File: config.mk
export PLATFORM = sky130hd
export DESIGN_NAME = uart_rx_core
export DESIGN_NICKNAME = d
export VERILOG_FILES = /design/src/rtl/uart_pkg.sv /design/src/rtl/uart_baud_tick.sv /design/src/rtl/uart_rx_core.sv
export SDC_FILE = /design/constraint.sdc
export NUM_CORES = 1
export LEC_CHECK = 0
export ABC_CLOCK_PERIOD_IN_PS = 2400
export CORE_ASPECT_RATIO = 0.5
export CORE_UTILIZATION = 65
export DETAILED_ROUTE_END_ITERATION = 7
export DONT_BUFFER_PORTS = 1
export PLACE_DENSITY = 0.81
export SLEW_MARGIN = 10
export SYNTH_ARGS = -nofsm -noshare
export SYNTH_HDL_FRONTEND = slang
export SYNTH_SLANG_ARGS = --single-unit
File: constraint.sdc
create_clock -name CLK_100MHz -period 2.4 [get_ports CLK_100MHz]
set_input_delay 0.36 -clock CLK_100MHz [delete_from_list [all_inputs] [get_ports CLK_100MHz]]
set_output_delay 0.36 -clock CLK_100MHz [all_outputs]
set_load 0.03 [all_outputs]
File: src/rtl/uart_pkg.sv
// Shared types and constants for the UART receive path.
package uart_pkg;

  localparam int unsigned DEF_CLK_HZ     = 100000000;
  localparam int unsigned DEF_BAUD       = 115200;
  localparam int unsigned DEF_OVERSAMPLE = 16;

  // Sample ticks within a bit period that feed the majority vote.
  localparam int unsigned MID_LO = 7;
  localparam int unsigned MID    = 8;
  localparam int unsigned MID_HI = 9;

  typedef enum logic [2:0] {
    StIdle,
    StStart,
    StData,
    StParity,
    StStop,
    StBreak
  } rx_state_e;

  function automatic int unsigned tick_div_width(input int unsigned div);
    return (div > 1) ? $clog2(div) : 1;
  endfunction

endpackage

File: src/rtl/uart_baud_tick.sv
// Sample-tick divider: one single-cycle tick every Div clocks while enabled.
module uart_baud_tick
  import uart_pkg::*;
#(
  parameter int unsigned Div = 54
) (
  input  logic clk_i,
  input  logic rst_i,
  input  logic en_i,
  input  logic restart_i,
  output logic tick_o
);

  localparam int unsigned W = tick_div_width(Div);
  localparam logic [W-1:0] Last = W'(Div - 1);

  logic [W-1:0] cnt_q, cnt_d;

  always_comb begin
    cnt_d = cnt_q;
    if (restart_i || !en_i) begin
      cnt_d = '0;
    end else if (cnt_q == Last) begin
      cnt_d = '0;
    end else begin
      cnt_d = cnt_q + W'(1);
    end
  end

  assign tick_o = en_i && !restart_i && (cnt_q == Last);

  always_ff @(posedge clk_i) begin
    if (rst_i) begin
      cnt_q <= '0;
    end else begin
      cnt_q <= cnt_d;
    end
  end

endmodule

File: src/rtl/uart_rx_core.sv
// 8N1 UART receiver with 3-sample majority vote and sticky ready/error flags.
// Define UART_RX_PARITY_EN to expect an even-parity bit after data bit 7.
module uart_rx_core
  import uart_pkg::*;
#(
  parameter int unsigned CLK_HZ     = DEF_CLK_HZ,
  parameter int unsigned BAUD       = DEF_BAUD,
  parameter int unsigned OVERSAMPLE = DEF_OVERSAMPLE
) (
  input  logic        CLK_100MHz,
  input  logic        reset,
  input  logic        clear,
  input  logic        RX,
  output logic [15:0] out,
  output logic        rx_ready,
  output logic        frame_err
);

  localparam int unsigned TICK_DIV =
      (CLK_HZ + (BAUD * OVERSAMPLE) / 2) / (BAUD * OVERSAMPLE);
  localparam int unsigned SW = $clog2(OVERSAMPLE);

  rx_state_e   state_q;
  logic        rx_meta_q, rx_sync_q, rx_prev_q;
  logic [SW-1:0] smp_cnt_q;
  logic [2:0]  bit_idx_q;
  logic [7:0]  shift_q;
  logic [1:0]  votes_q;
  logic [7:0]  data_q;
  logic        rx_ready_q, frame_err_q;
`ifdef UART_RX_PARITY_EN
  logic        parity_ok_q;
`endif

  logic tick, start_edge, mid_vote, vote;

  assign start_edge = rx_prev_q && !rx_sync_q;
  assign mid_vote   = tick && (smp_cnt_q == SW'(MID_HI));
  assign vote       = (votes_q[0] & votes_q[1]) | (votes_q[0] & rx_sync_q) |
                      (votes_q[1] & rx_sync_q);

  uart_baud_tick #(
    .Div(TICK_DIV)
  ) u_baud_tick (
    .clk_i    (CLK_100MHz),
    .rst_i    (reset),
    .en_i     (state_q != StIdle),
    .restart_i(state_q == StIdle && start_edge),
    .tick_o   (tick)
  );

  always_ff @(posedge CLK_100MHz) begin
    if (reset) begin
      state_q     <= StIdle;
      rx_meta_q   <= 1'b1;
      rx_sync_q   <= 1'b1;
      rx_prev_q   <= 1'b1;
      smp_cnt_q   <= '0;
      bit_idx_q   <= '0;
      shift_q     <= '0;
      votes_q     <= '0;
      data_q      <= '0;
      rx_ready_q  <= 1'b0;
      frame_err_q <= 1'b0;
`ifdef UART_RX_PARITY_EN
      parity_ok_q <= 1'b0;
`endif
    end else begin
      rx_meta_q <= RX;
      rx_sync_q <= rx_meta_q;
      rx_prev_q <= rx_sync_q;

      // Flag updates below are written later so a completion beats a clear.
      if (clear) begin
        rx_ready_q  <= 1'b0;
        frame_err_q <= 1'b0;
      end

      if (tick) begin
        smp_cnt_q <= (smp_cnt_q == SW'(OVERSAMPLE - 1)) ? '0 : smp_cnt_q + SW'(1);
        if (smp_cnt_q == SW'(MID_LO)) votes_q[0] <= rx_sync_q;
        if (smp_cnt_q == SW'(MID))    votes_q[1] <= rx_sync_q;
      end

      case (state_q)
        StIdle: begin
          smp_cnt_q <= '0;
          bit_idx_q <= '0;
          if (start_edge) state_q <= StStart;
        end
        StStart: begin
          if (mid_vote) state_q <= vote ? StIdle : StData;
        end
        StData: begin
          if (mid_vote) begin
            shift_q   <= {vote, shift_q[7:1]};
            bit_idx_q <= bit_idx_q + 3'd1;
            if (bit_idx_q == 3'd7) begin
`ifdef UART_RX_PARITY_EN
              state_q <= StParity;
`else
              state_q <= StStop;
`endif
            end
          end
        end
`ifdef UART_RX_PARITY_EN
        StParity: begin
          if (mid_vote) begin
            parity_ok_q <= ((^shift_q) == vote);
            state_q     <= StStop;
          end
        end
`endif
        StStop: begin
          if (mid_vote) begin
            if (!vote) begin
              frame_err_q <= 1'b1;
              state_q     <= StBreak;
            end else begin
              state_q <= StIdle;
`ifdef UART_RX_PARITY_EN
              if (parity_ok_q) begin
                data_q     <= shift_q;
                rx_ready_q <= 1'b1;
              end else begin
                frame_err_q <= 1'b1;
              end
`else
              data_q     <= shift_q;
              rx_ready_q <= 1'b1;
`endif
            end
          end
        end
        StBreak: begin
          if (rx_sync_q) state_q <= StIdle;
        end
        default: state_q <= StIdle;
      endcase
    end
  end

  assign out       = {8'h00, data_q};
  assign rx_ready  = rx_ready_q;
  assign frame_err = frame_err_q;

endmodule

# Word level (Yosys, flattened, before mapping)

Cells that the tools add are included.

Add/subtract/negate cells: 3
Bitwise operators: 5
Equal/unequal tests: 16
Reduce and logical (&&, ||, !) cells: 20
Mux-type cells: 20

Operators by type and width:

| cell                                                 | number |
|---|---|
| two-way mux 3 bit                                    | 8 |
| one-hot mux 3 bit (5 select lines)                   | 1 |
| equality test 4 bit (second input constant)          | 3 |
| != test 2 bit (second input constant)                | 6 |
| equality test 3 bit (second input constant)          | 3 |
| two-way mux 1 bit                                    | 8 |
| AND reduction 2 bit                                  | 4 |
| adder 6 x 1 -> 6 bit (second input constant)         | 1 |
| equality test 6 bit (second input constant)          | 1 |
| one-hot mux 3 bit (2 select lines)                   | 1 |
| AND reduction 6 bit                                  | 1 |
| logical AND 1 bit                                    | 5 |
| adder 4 x 1 -> 4 bit (second input constant)         | 1 |
| equality test 4 x 3 -> 1 bit (second input constant) | 1 |
| two-way mux 4 bit                                    | 1 |
| adder 3 x 1 -> 3 bit (second input constant)         | 1 |
| AND 1 bit                                            | 3 |
| equality test 3 x 1 -> 1 bit (second input constant) | 1 |
| equality test 3 x 2 -> 1 bit (second input constant) | 1 |
| logical NOT 1 bit                                    | 3 |
| logical NOT 3 bit                                    | 1 |
| AND reduction 3 bit                                  | 1 |
| nonzero test 3 bit                                   | 1 |
| OR reduction 3 bit                                   | 1 |
| other kinds (5)                                      | 6 |

Word-level logic and storage cells: 77
Flip-flop bits (word level): 39
Output and inout bits: 18

# Longest topological paths before layout

Gate-level depths: netlist of run 1.

Depth in word-level cells: 9
Gate-level depth with buffers: 7
Gate-level depth less buffers: 6

# Cells and area by module

Synthesis of run 1 repeated with hierarchy kept, for this count alone.

Cell total of the unflattened synthesis: 203
Area total of the unflattened synthesis: 1863.0 um^2

Modules (own cells, without submodules):

| module         | instances | area an instance (um^2) | cells each |
|---|---|---|---|
| uart_rx_core   | 1         | 1596.5                  | 175 |
| uart_baud_tick | 1         | 266.5                   | 28 |

# Worst setup path before layout of run 1

OpenSTA, ideal clock, no wires.

Path kind: reg-to-reg
From: register smp_cnt_q[0]
To: register shift_q[3]
Path slack: 0.927 ns
Required time: 2.272 ns
Path buffers: 1
Stages on the path, launching flop included: 7
Arrival: 1.346 ns
Setup time: 0.128 ns
Cell sequence: dfxtp_1 -> ha_1 -> nand4_2 -> nor3_4 -> buf_6 -> mux2i_1 -> nor2_1

Word-level cells in the longest chain between the ends: 3

Ends and longest elaborated chain:

| item                                 | line               | text |
|---|---|---|
| from (decl)                          | uart_rx_core.sv:25 | `logic [SW-1:0] smp_cnt_q;` |
| from (signal assigned)               | uart_rx_core.sv:80 | `smp_cnt_q <= (smp_cnt_q == SW'(OVERSAMPLE - 1)) ? '0 : smp_cnt_q + SW'(1);` |
| equality test 4 bit                  | uart_rx_core.sv:38 | `assign mid_vote = tick && (smp_cnt_q == SW'(MID_HI));` |
| logical AND 1 bit                    | uart_rx_core.sv:38 |  |
| AND reduction 2 bit (no source line) | --                 |  |
| to (signal assigned)                 | uart_rx_core.sv:96 | `shift_q <= {vote, shift_q[7:1]};` |
| to (decl)                            | uart_rx_core.sv:27 | `logic [7:0] shift_q;` |

Every way passes these cells.
A chain may end at the register's enable or synchronous reset.

# Worst setup path in the final report of run 1

From: register state_q[1]
To: register bit_idx_q[0]

Word-level cells in the longest chain between the ends: 8
Elaborated cells between the ends (all ways): 12
Those cells by class: eq/ne: 2; mux: 1; reduce/logical: 9

Ends and longest elaborated chain:

| item                                 | line                                   | text |
|---|---|---|
| from (decl)                          | uart_rx_core.sv:23                     | `rx_state_e state_q;` |
| from (signal assigned)               | uart_rx_core.sv:54                     | `state_q <= StIdle;` |
| from (signal assigned)               | uart_rx_core.sv:89                     | `if (start_edge) state_q <= StStart;` |
| from (signal assigned)               | uart_rx_core.sv:92                     | `if (mid_vote) state_q <= vote ? StIdle : StData;` |
| logical NOT 3 bit                    | uart_rx_core.sv:48, uart_rx_core.sv:85 |  |
| logical AND 1 bit                    | uart_rx_core.sv:48                     | `.restart_i(state_q == StIdle && start_edge),` |
| logical NOT 1 bit                    | uart_baud_tick.sv:30                   | `assign tick_o = en_i && !restart_i && (cnt_q == Last);` |
| logical AND 1 bit (2 in series)      | uart_baud_tick.sv:30                   |  |
| logical AND 1 bit                    | uart_rx_core.sv:38                     |  |
| != test 2 bit (no source line)       | --                                     |  |
| AND reduction 2 bit (no source line) | --                                     |  |
| to (signal assigned)                 | uart_rx_core.sv:97                     | `bit_idx_q <= bit_idx_q + 3'd1;` |
| to (decl)                            | uart_rx_core.sv:26                     | `logic [2:0] bit_idx_q;` |

Several ways; a longest one is shown, not always the timed one.

==> results of run 1 <==
-- routing by layer --
| layer | vias up | routed length, um | global-route usage |
|---|---|---|---|
| li1 | 650 | - | - |
| met1 | 584 | 1460 | 0.260 |
| met2 | 36 | 1360 | 0.365 |
| met3 | 3 | 176 | 0.0767 |
| met4 | 0 | 23 | 0.0566 |
| met5 | - | 0 | 0 |
-- worst max path at each step --
stage	from	end	slack (ps)
after floorplan	smp_cnt_q[0]$_SDFFE_PP0P_	shift_q[3]$_SDFFE_PP0P_	930
after detailed placement	state_q[1]$_SDFFE_PP0P_	bit_idx_q[0]$_SDFFE_PP0P_	570
after global routing	state_q[1]$_SDFFE_PP0P_	bit_idx_q[0]$_SDFFE_PP0P_	450
after global placement	state_q[1]$_SDFFE_PP0P_	bit_idx_q[0]$_SDFFE_PP0P_	630
after CTS	state_q[1]$_SDFFE_PP0P_	bit_idx_q[0]$_SDFFE_PP0P_	540
final	state_q[1]$_SDFFE_PP0P_	bit_idx_q[0]$_SDFFE_PP0P_	530
-- placed cells by master, fill, tap and decap left out, types with 2 or more instances in the layout --
master and n:
a211oi_1 2, a21oi_1 10, and3b_1 2, buf_4 2
clkbuf_8 5, conb_1 8, dfxtp_1 39, ha_1 7
inv_1 3, mux2i_1 18, nand2_1 8, nand2b_1 6
nand3_1 5, nand3b_1 4, nand4_1 3, nor2_1 29
nor2b_1 2, nor3b_1 2, o22a_1 2, or2_2 3
or3_1 3, xnor2_1 2, xor2_1 3
-- flip-flops by register name, indices dropped and copies added, names as in the netlist --
| register | cells |
|---|---|
| data_q | 8 |
| shift_q | 8 |
| u_baud_tick.cnt_q | 6 |
| smp_cnt_q | 4 |
| bit_idx_q | 3 |
| state_q | 3 |
| votes_q | 2 |
| frame_err | 1 |
| rx_meta_q | 1 |
| rx_prev_q | 1 |
| rx_ready | 1 |
| rx_sync_q | 1 |
-- cells in the mapped netlist, types with 2 or more instances --
cell / n
or3_1: 3
inv_1: 3
nor2b_1: 2
o22a_1: 2
nand3b_1: 4
nand2_1: 8
or2_2: 3
nand2b_1: 6
nor3b_1: 2
xor2_1: 3
ha_1: 7
nor2_1: 29
nand3_1: 5
nand4_1: 3
mux2i_1: 18
a21oi_1: 10
and3b_1: 2
clkbuf_1: 5
buf_2: 4
xnor2_1: 2
buf_4: 10
a211oi_1: 2
dfxtp_1: 39
-- through the flow --
stage,setup slack (ps),power (mW),hold slack (ps),instance area [um^2]
4_1_cts,545,1.28,117,1940
3_3_place_gp,633,0.728,392,1820
5_1_grt,453,1.32,122,1940
6_report,528,1.27,127,1940
2_1_floorplan,927,0.741,389,1890
3_5_place_dp,567,0.729,397,1820
-- cell families (layout without fill, tap and decap cells) --
kind of cell / after synthesis / count (layout) / share of synthesized area
AND/OR/NAND/NOR: 78 / 78 / 0.246
flip-flops: 39 / 39 / 0.420
buffers and inverters: 23 / 13 / 0.0734
AO/OA/AOI/OAI: 22 / 22 / 0.0794
multiplexers: 19 / 19 / 0.103
adder cells (fa/ha/maj): 8 / 8 / 0.0532
XOR/XNOR: 5 / 5 / 0.0236
other: 1 / 8 / 0.00202
-- power by group through the flow --
stage | Clock (mW) | Sequential, mW | Combinational (mW)
after floorplan | 0 | 0.670 | 0.0705
after CTS | 0.570 | 0.661 | 0.0528
final | 0.553 | 0.662 | 0.0531
after detailed placement | 0 | 0.677 | 0.0526
after global placement | 0 | 0.677 | 0.0518
after global routing | 0.593 | 0.664 | 0.0582
-- cell type report --
| class | instances | share of cell area |
|---|---|---|
| Clock buffer | 5 | 0.0355 |
| Clock inverter | 3 | 0.0245 |
| Inverter | 3 | 0.00581 |
| Multi-Input combinational cell | 140 | 0.500 |
| Sequential cell | 39 | 0.403 |
| Tap cell | 37 | 0.0239 |
| Timing Repair Buffer | 2 | 0.00775 |
==> results.sh, run 1 <==
export IMPL_place_congestion=0.792
export IMPL_final_setup_tns_ps=0
export IMPL_antenna_found_initial=0
export IMPL_yosysWarnings=0
export IMPL_fin_util=0.731
export IMPL_comb_power_share=0.042
export IMPL_final_seq_area_um2=781
export IMPL_hold_start="reset"
export IMPL_worstReg2RegEnd="bit_idx_q[0]$_SDFFE_PP0P_"
export IMPL_p_int_mw=0.985
export IMPL_synthTopCellsByArea="dfxtp_1, mux2i_1, nor2_1"
export IMPL_first_global_vias=1072
export IMPL_cts_made_buffers=5
export IMPL_fin_cells=229
export IMPL_crit_type="reg -> reg"
export IMPL_remaining_drc_errors=0
export IMPL_peakVddDrop_v=0.000449
export IMPL_die_y_um=39.8
export IMPL_fmaxAchievable_mhz=534
export IMPL_die_w_um=77.6
export IMPL_yosysTopAreaCell="dfxtp_1"
export IMPL_dp_hpwl_um=2030
export IMPL_cts_sinks=39
export IMPL_drive_above_1_share=0.104
export IMPL_crit_path_max_fanout=13
export IMPL_synth_top_flop_cell="dfxtp_1"
export IMPL_outcome="finished clean"
export IMPL_synthArstFlopShare=0
export IMPL_timing_hold_violations_final=0
export IMPL_grt_usage=0.213
export IMPL_initialDrtViolationCount=37
export IMPL_clkTransAtPathRegs_ps=80
export IMPL_fin_skew_ps=6.31
export IMPL_drv_slew=0
export IMPL_initial_core_util=0.701
export IMPL_path_buf_inv=1
export IMPL_synth_area_um2=1860
export IMPL_synth_top_area_share=0.420
export IMPL_maxCapViolCount=0
export IMPL_n_fill_cell=194
export IMPL_fin_crit_sh=0.780
export IMPL_routed_wl_um=3020
export IMPL_ys_seq_area_frac=0.420
export IMPL_end_kind="register"
export IMPL_wl_per_cell_um=13.2
export IMPL_grt_pass1_wl_um=4800
export IMPL_cp_top_family="simple AND/OR/NAND/NOR gates"
export IMPL_place_inst=221
export IMPL_cts_path_max_buffers=2
export IMPL_postCtsSetupBuffers=0
export IMPL_cp_cell_sequence="or3b_1, nor3_4, buf_4, mux2_2, nor2_1"
export IMPL_cts_tree="built"
export IMPL_firstDrtPassIters=4
export IMPL_syn_inst=195
export IMPL_fin_nets=202
export IMPL_r2r_slack_ps=530
export IMPL_dieArea_um2=3090
export IMPL_crit_required_ps=2630
export IMPL_reg2reg_from="state_q[1]$_SDFFE_PP0P_"
export IMPL_seq_power_share=0.522
export IMPL_cts_max_level=2
export IMPL_rows=13
export IMPL_slowest_delay_ps=560
export IMPL_multiInputGateArea_um2=968
export IMPL_via_per_inst=5.56
export IMPL_worstPathArrival_ps=2100
export IMPL_ys_ff_latch=39
export IMPL_synth_cell_types=46
export IMPL_powerDensity_nw_per_um2=654
export IMPL_grt_max_degree=32
export IMPL_syn_avg_cell_area_um2=9.53
export IMPL_cts_hold_buf=0
export IMPL_p_leak_nw=0.781
export IMPL_synth_edf_count=0
export IMPL_holdPathEnd="bit_idx_q[1]$_SDFFE_PP0P_"
export IMPL_boundaryPins=22
export IMPL_crit_slowest_cell="dfxtp_1"
export IMPL_cts_resized=0
export IMPL_power_switching_mw=0.284
export IMPL_cp_depth=5
export IMPL_overflow=0
export IMPL_setup_viol=0
export IMPL_start_kind="register"
export IMPL_rsz0062_at_grt="false"
export IMPL_period_needed_ps=1870
export IMPL_sw_frac_of_total=0.224
export IMPL_diodes=0
export IMPL_insertion_delay_ps=290
export IMPL_hold_depth=1
export IMPL_r2r_cells=5
export IMPL_hold_class="in -> reg"
export IMPL_num_vias=1273
export IMPL_clkPwrFrac=0.436
export IMPL_cts_root_buffer="clkbuf_8"
export IMPL_syn2layout_area_growth_pct=4.24
export IMPL_io_buffers=0
export IMPL_coreArea_um2=2650
export IMPL_ant_nets=0
Power figures use the tool's default switching activity.
==> run 2, diff against run 1 <==
- ABC_CLOCK_PERIOD_IN_PS: 2400 -> 1700
- CORE_UTILIZATION: 65 -> 56
- PLACE_DENSITY: 0.81 -> 0.74
- clock period: 2.4 -> 1.7 ns (I/O delays scaled with it)
==> results.sh, run 2 (synthesis results as in run 1) <==
export IMPL_place_inst=233
export IMPL_cts_made_buffers=5
export IMPL_crit_path_max_fanout=10
export IMPL_cp_top_family="simple AND/OR/NAND/NOR gates"
export IMPL_cts_root_buffer="clkbuf_8"
export IMPL_rsz0062_at_grt="false"
export IMPL_fin_cells=242
export IMPL_rows=14
export IMPL_hold_class="in -> reg"
export IMPL_remaining_drc_errors=0
export IMPL_clkTransAtPathRegs_ps=80
export IMPL_drive_above_1_share=0.153
export IMPL_grt_max_degree=32
export IMPL_start_kind="register"
export IMPL_wl_met2_um=1570
export IMPL_overflow=0
export IMPL_io_buffers=0
export IMPL_boundaryPins=22
export IMPL_initial_core_util=0.603
export IMPL_fin_nets=212
export IMPL_num_vias=1348
export IMPL_routed_wl_um=3400
export IMPL_period_needed_ps=1610
export IMPL_final_setup_tns_ps=0
export IMPL_setup_ws_ps=89.1
export IMPL_end_kind="register"
export IMPL_route_met3_wl_um=145
export IMPL_die_w_um=83.5
export IMPL_cts_path_max_buffers=2
export IMPL_coreArea_um2=3080
export IMPL_cp_cell_sequence="or3b_1, nor3_4, buf_12, mux2i_1, nor2_1"
export IMPL_peakVddDrop_v=0.000702
export IMPL_dieArea_um2=3570
export IMPL_firstDrtPassIters=4
export IMPL_maxCapViolCount=0
export IMPL_final_common_cell="dfxtp_1"
export IMPL_grt_pass1_wl_um=5820
export IMPL_reg_largest_list="data_q (8), shift_q (8), u_baud_tick.cnt_q (6)"
export IMPL_first_global_vias=1280
export IMPL_slowest_delay_ps=430
export IMPL_crit_type="reg -> reg"
export IMPL_grt_usage=0.209
export IMPL_cts_tree="built"
export IMPL_path_buf_inv=1
export IMPL_powerDensity_nw_per_um2=831
export IMPL_antenna_found_initial=0
export IMPL_wl_per_cell_um=14.1
export IMPL_ant_nets=0
export IMPL_place_congestion=0.783
export IMPL_fin_crit_sh=0.948
export IMPL_setup_viol=0
export IMPL_fin_skew_ps=3.20
export IMPL_die_y_um=42.7
export IMPL_fin_util=0.656
export IMPL_dp_hpwl_um=2360
export IMPL_routed_top_layer="met4"
export IMPL_crit_slowest_cell="or3b_1"
export IMPL_via_per_inst=5.57
export IMPL_diodes=0
export IMPL_syn2layout_area_growth_pct=8.75
export IMPL_cts_max_level=2
export IMPL_timing_hold_violations_final=0
export IMPL_final_cell_mix="dfxtp_1, nor2_1, mux2i_1"
export IMPL_insertion_delay_ps=290
export IMPL_worstPathArrival_ps=1800
export IMPL_post_place_ws_ps=71.9
export IMPL_holdWs_ps=22.2
export IMPL_cts_hold_buf=0
export IMPL_fmaxAchievable_mhz=621
export IMPL_p_leak_nw=0.830
export IMPL_drv_slew=0
export IMPL_cts_sinks=39
export IMPL_initialDrtViolationCount=50
export IMPL_outcome="finished clean"
export IMPL_crit_required_ps=1890
export IMPL_met1_length_um=1650
-- run 2: timing repair --
| action | in CTS | in global routing |
|---|---|---|
| setup endpoints to repair | 0 | 10 |
| resized for setup | 0 | 2 |
| buffers inserted | 0 | 1 |
-- run 2: worst paths after layout --
path,cells after the start,endpoint,slack (ps),startpoint
setup reg to reg,5,shift_q[5]$_SDFFE_PP0P_,90,state_q[1]$_SDFFE_PP0P_
hold reg to reg,1,rx_sync_q$_SDFF_PP1_,430,rx_meta_q$_SDFF_PP1_
hold / removal,1,bit_idx_q[1]$_SDFFE_PP0P_,20,reset
setup / recovery,5,shift_q[5]$_SDFFE_PP0P_,90,state_q[1]$_SDFFE_PP0P_
-- run 2: area by class of cell --
cell class | count | area [um^2]
fillers | 245 | 1060
clock buffers | 6 | 82.6
well taps | 40 | 50.0
multi-input cells | 140 | 977
clock inverters | 2 | 16.3
inverters | 3 | 11.3
repair buffers | 12 | 103
flip-flops and latches | 39 | 782
-- run 2: through the flow --
stage               power, mW  cell area, um^2
detailed placement       1.04             1910
finish                   1.68             2020
floorplan                1.05             1890
CTS                      1.70             2000
global placement         1.04             1910
global route             1.74             2020
-- run 2: where the power goes --
group	switching, mW	internal (mW)	leakage [nW]
logic	0.0617	0.0328	0.467
registers	0.00606	0.921	0.315
clock network	0.329	0.331	0.0474
total	0.396	1.28	0.830
-- run 2: layer usage --
layer  track usage  up-vias
li1              -      670
met1         0.257      645
met2         0.357       28
met3        0.0681        5
met4        0.0610        0
met5             0        -
==> run 3, diff against run 2 <==
- CTS_BUF_LIST: unset -> sky130_fd_sc_hd__clkbuf_16
==> results.sh, run 3 (synthesis results as in run 1) <==
export IMPL_crit_path_start="state_q[1]$_SDFFE_PP0P_"
export IMPL_cts_resized=0
export IMPL_cts_max_level=2
export IMPL_cp_cell_sequence="or3b_4, nor3_4, buf_12, mux2i_1, nor2_1"
export IMPL_reg2reg_from="state_q[1]$_SDFFE_PP0P_"
export IMPL_fin_nets=211
export IMPL_n_fill_cell=238
export IMPL_fmaxAchievable_mhz=626
export IMPL_die_y_um=42.7
export IMPL_r2r_slack_ps=100
export IMPL_overflow=0
export IMPL_fin_area_um2=2050
export IMPL_cts_hold_buf=0
export IMPL_power_mw=1.92
export IMPL_wl_per_cell_um=14.2
export IMPL_grt_usage=0.213
export IMPL_diodes=0
export IMPL_p_int_mw=1.49
export IMPL_hold_start="reset"
export IMPL_sw_frac_of_total=0.222
export IMPL_firstDrtPassIters=5
export IMPL_powerDensity_nw_per_um2=935
export IMPL_grt_pass1_wl_um=5970
export IMPL_die_w_um=83.5
export IMPL_place_congestion=0.783
export IMPL_grt_max_degree=32
export IMPL_clkTransAtPathRegs_ps=60
export IMPL_cts_path_max_buffers=2
export IMPL_num_vias=1341
export IMPL_end_kind="register"
export IMPL_dieArea_um2=3570
export IMPL_peakVddDrop_v=0.000782
export IMPL_fin_crit_sh=0.940
export IMPL_seq_power_share=0.483
export IMPL_period_needed_ps=1600
export IMPL_setup_ws_ps=103
export IMPL_final_common_cell="dfxtp_1"
export IMPL_post_place_ws_ps=71.9
export IMPL_first_global_vias=1268
export IMPL_boundaryPins=22
export IMPL_setup_viol=0
export IMPL_drv_slew=0
export IMPL_clkPwrFrac=0.468
export IMPL_ant_nets=0
export IMPL_fin_util=0.666
export IMPL_reg_largest_list="data_q (8), shift_q (8), u_baud_tick.cnt_q (6)"
export IMPL_io_buffers=0
export IMPL_worstPathArrival_ps=1770
export IMPL_final_setup_tns_ps=0
export IMPL_placed_cell_area_um2=1910
export IMPL_initialDrtViolationCount=53
export IMPL_cts_tree="built"
export IMPL_antenna_found_initial=0
export IMPL_hold_class="in -> reg"
export IMPL_via_per_inst=5.56
export IMPL_cts_made_buffers=5
export IMPL_p_leak_nw=0.843
export IMPL_power_switching_mw=0.427
export IMPL_insertion_delay_ps=280
export IMPL_crit_slowest_cell="or3b_4"
export IMPL_crit_type="reg -> reg"
export IMPL_syn2layout_area_growth_pct=10.5
export IMPL_cts_root_buffer="clkbuf_16"
export IMPL_path_buf_inv=1
export IMPL_remaining_drc_errors=0
export IMPL_cp_top_family="simple AND/OR/NAND/NOR gates"
export IMPL_timing_hold_violations_final=0
export IMPL_crit_path_max_fanout=10
export IMPL_rows=14
export IMPL_maxCapViolCount=0
export IMPL_comb_power_share=0.049
export IMPL_rsz0062_at_grt="false"
export IMPL_cts_sinks=39
export IMPL_postCtsSetupBuffers=0
export IMPL_dp_hpwl_um=2360
export IMPL_coreArea_um2=3080
export IMPL_outcome="finished clean"
export IMPL_drive_above_1_share=0.149
export IMPL_start_kind="register"
export IMPL_fin_skew_ps=3.53
export IMPL_initial_core_util=0.603
export IMPL_final_cell_mix="dfxtp_1, nor2_1, mux2i_1"
export IMPL_slowest_delay_ps=420
export IMPL_routed_wl_um=3430
export IMPL_crit_required_ps=1870
## run 3: cell type report
class	instances	area (um^2)	area share
clock buffer	5	125	0.0609
clock inverter	3	20.0	0.00974
inverter	3	11.3	0.00548
multi-input combinational	140	971	0.473
sequential	39	782	0.381
tap	40	50.0	0.0244
timing repair buffer	11	95.1	0.0463
## run 3: per-stage QoR
stage | cells | hold slack (ps)
2_1_floorplan | 202 | 359
3_3_place_gp | 233 | 328
3_5_place_dp | 233 | 329
4_1_cts | 241 | 33.8
5_1_grt | 241 | 33.9
6_report | 241 | 43.4
## run 3: per-layer routing
layer / GRT usage / up-vias / wire, um
met3: 0.0642 / 2 / 153
li1: - / 667 / -
met4: 0.0576 / 0 / 14
met2: 0.357 / 36 / 1630
met1: 0.271 / 636 / 1630
met5: 0 / - / 0
## run 3: path summary, 6_finish.rpt
path                          endpoint  cells past startpoint
max            shift_q[5]$_SDFFE_PP0P_                      5
min          bit_idx_q[2]$_SDFFE_PP0P_                      1
max reg2reg    shift_q[5]$_SDFFE_PP0P_                      5
min reg2reg       rx_sync_q$_SDFF_PP1_                      1
## run 3: power groups by stage
stage	combinational, mW	clock [mW]	sequential, mW
after floorplan	0.0995	0	0.946
after global placement	0.0906	0	0.948
after detailed placement	0.0927	0	0.948
after CTS	0.0930	0.914	0.928
after global routing	0.101	0.952	0.929
final	0.0944	0.899	0.928
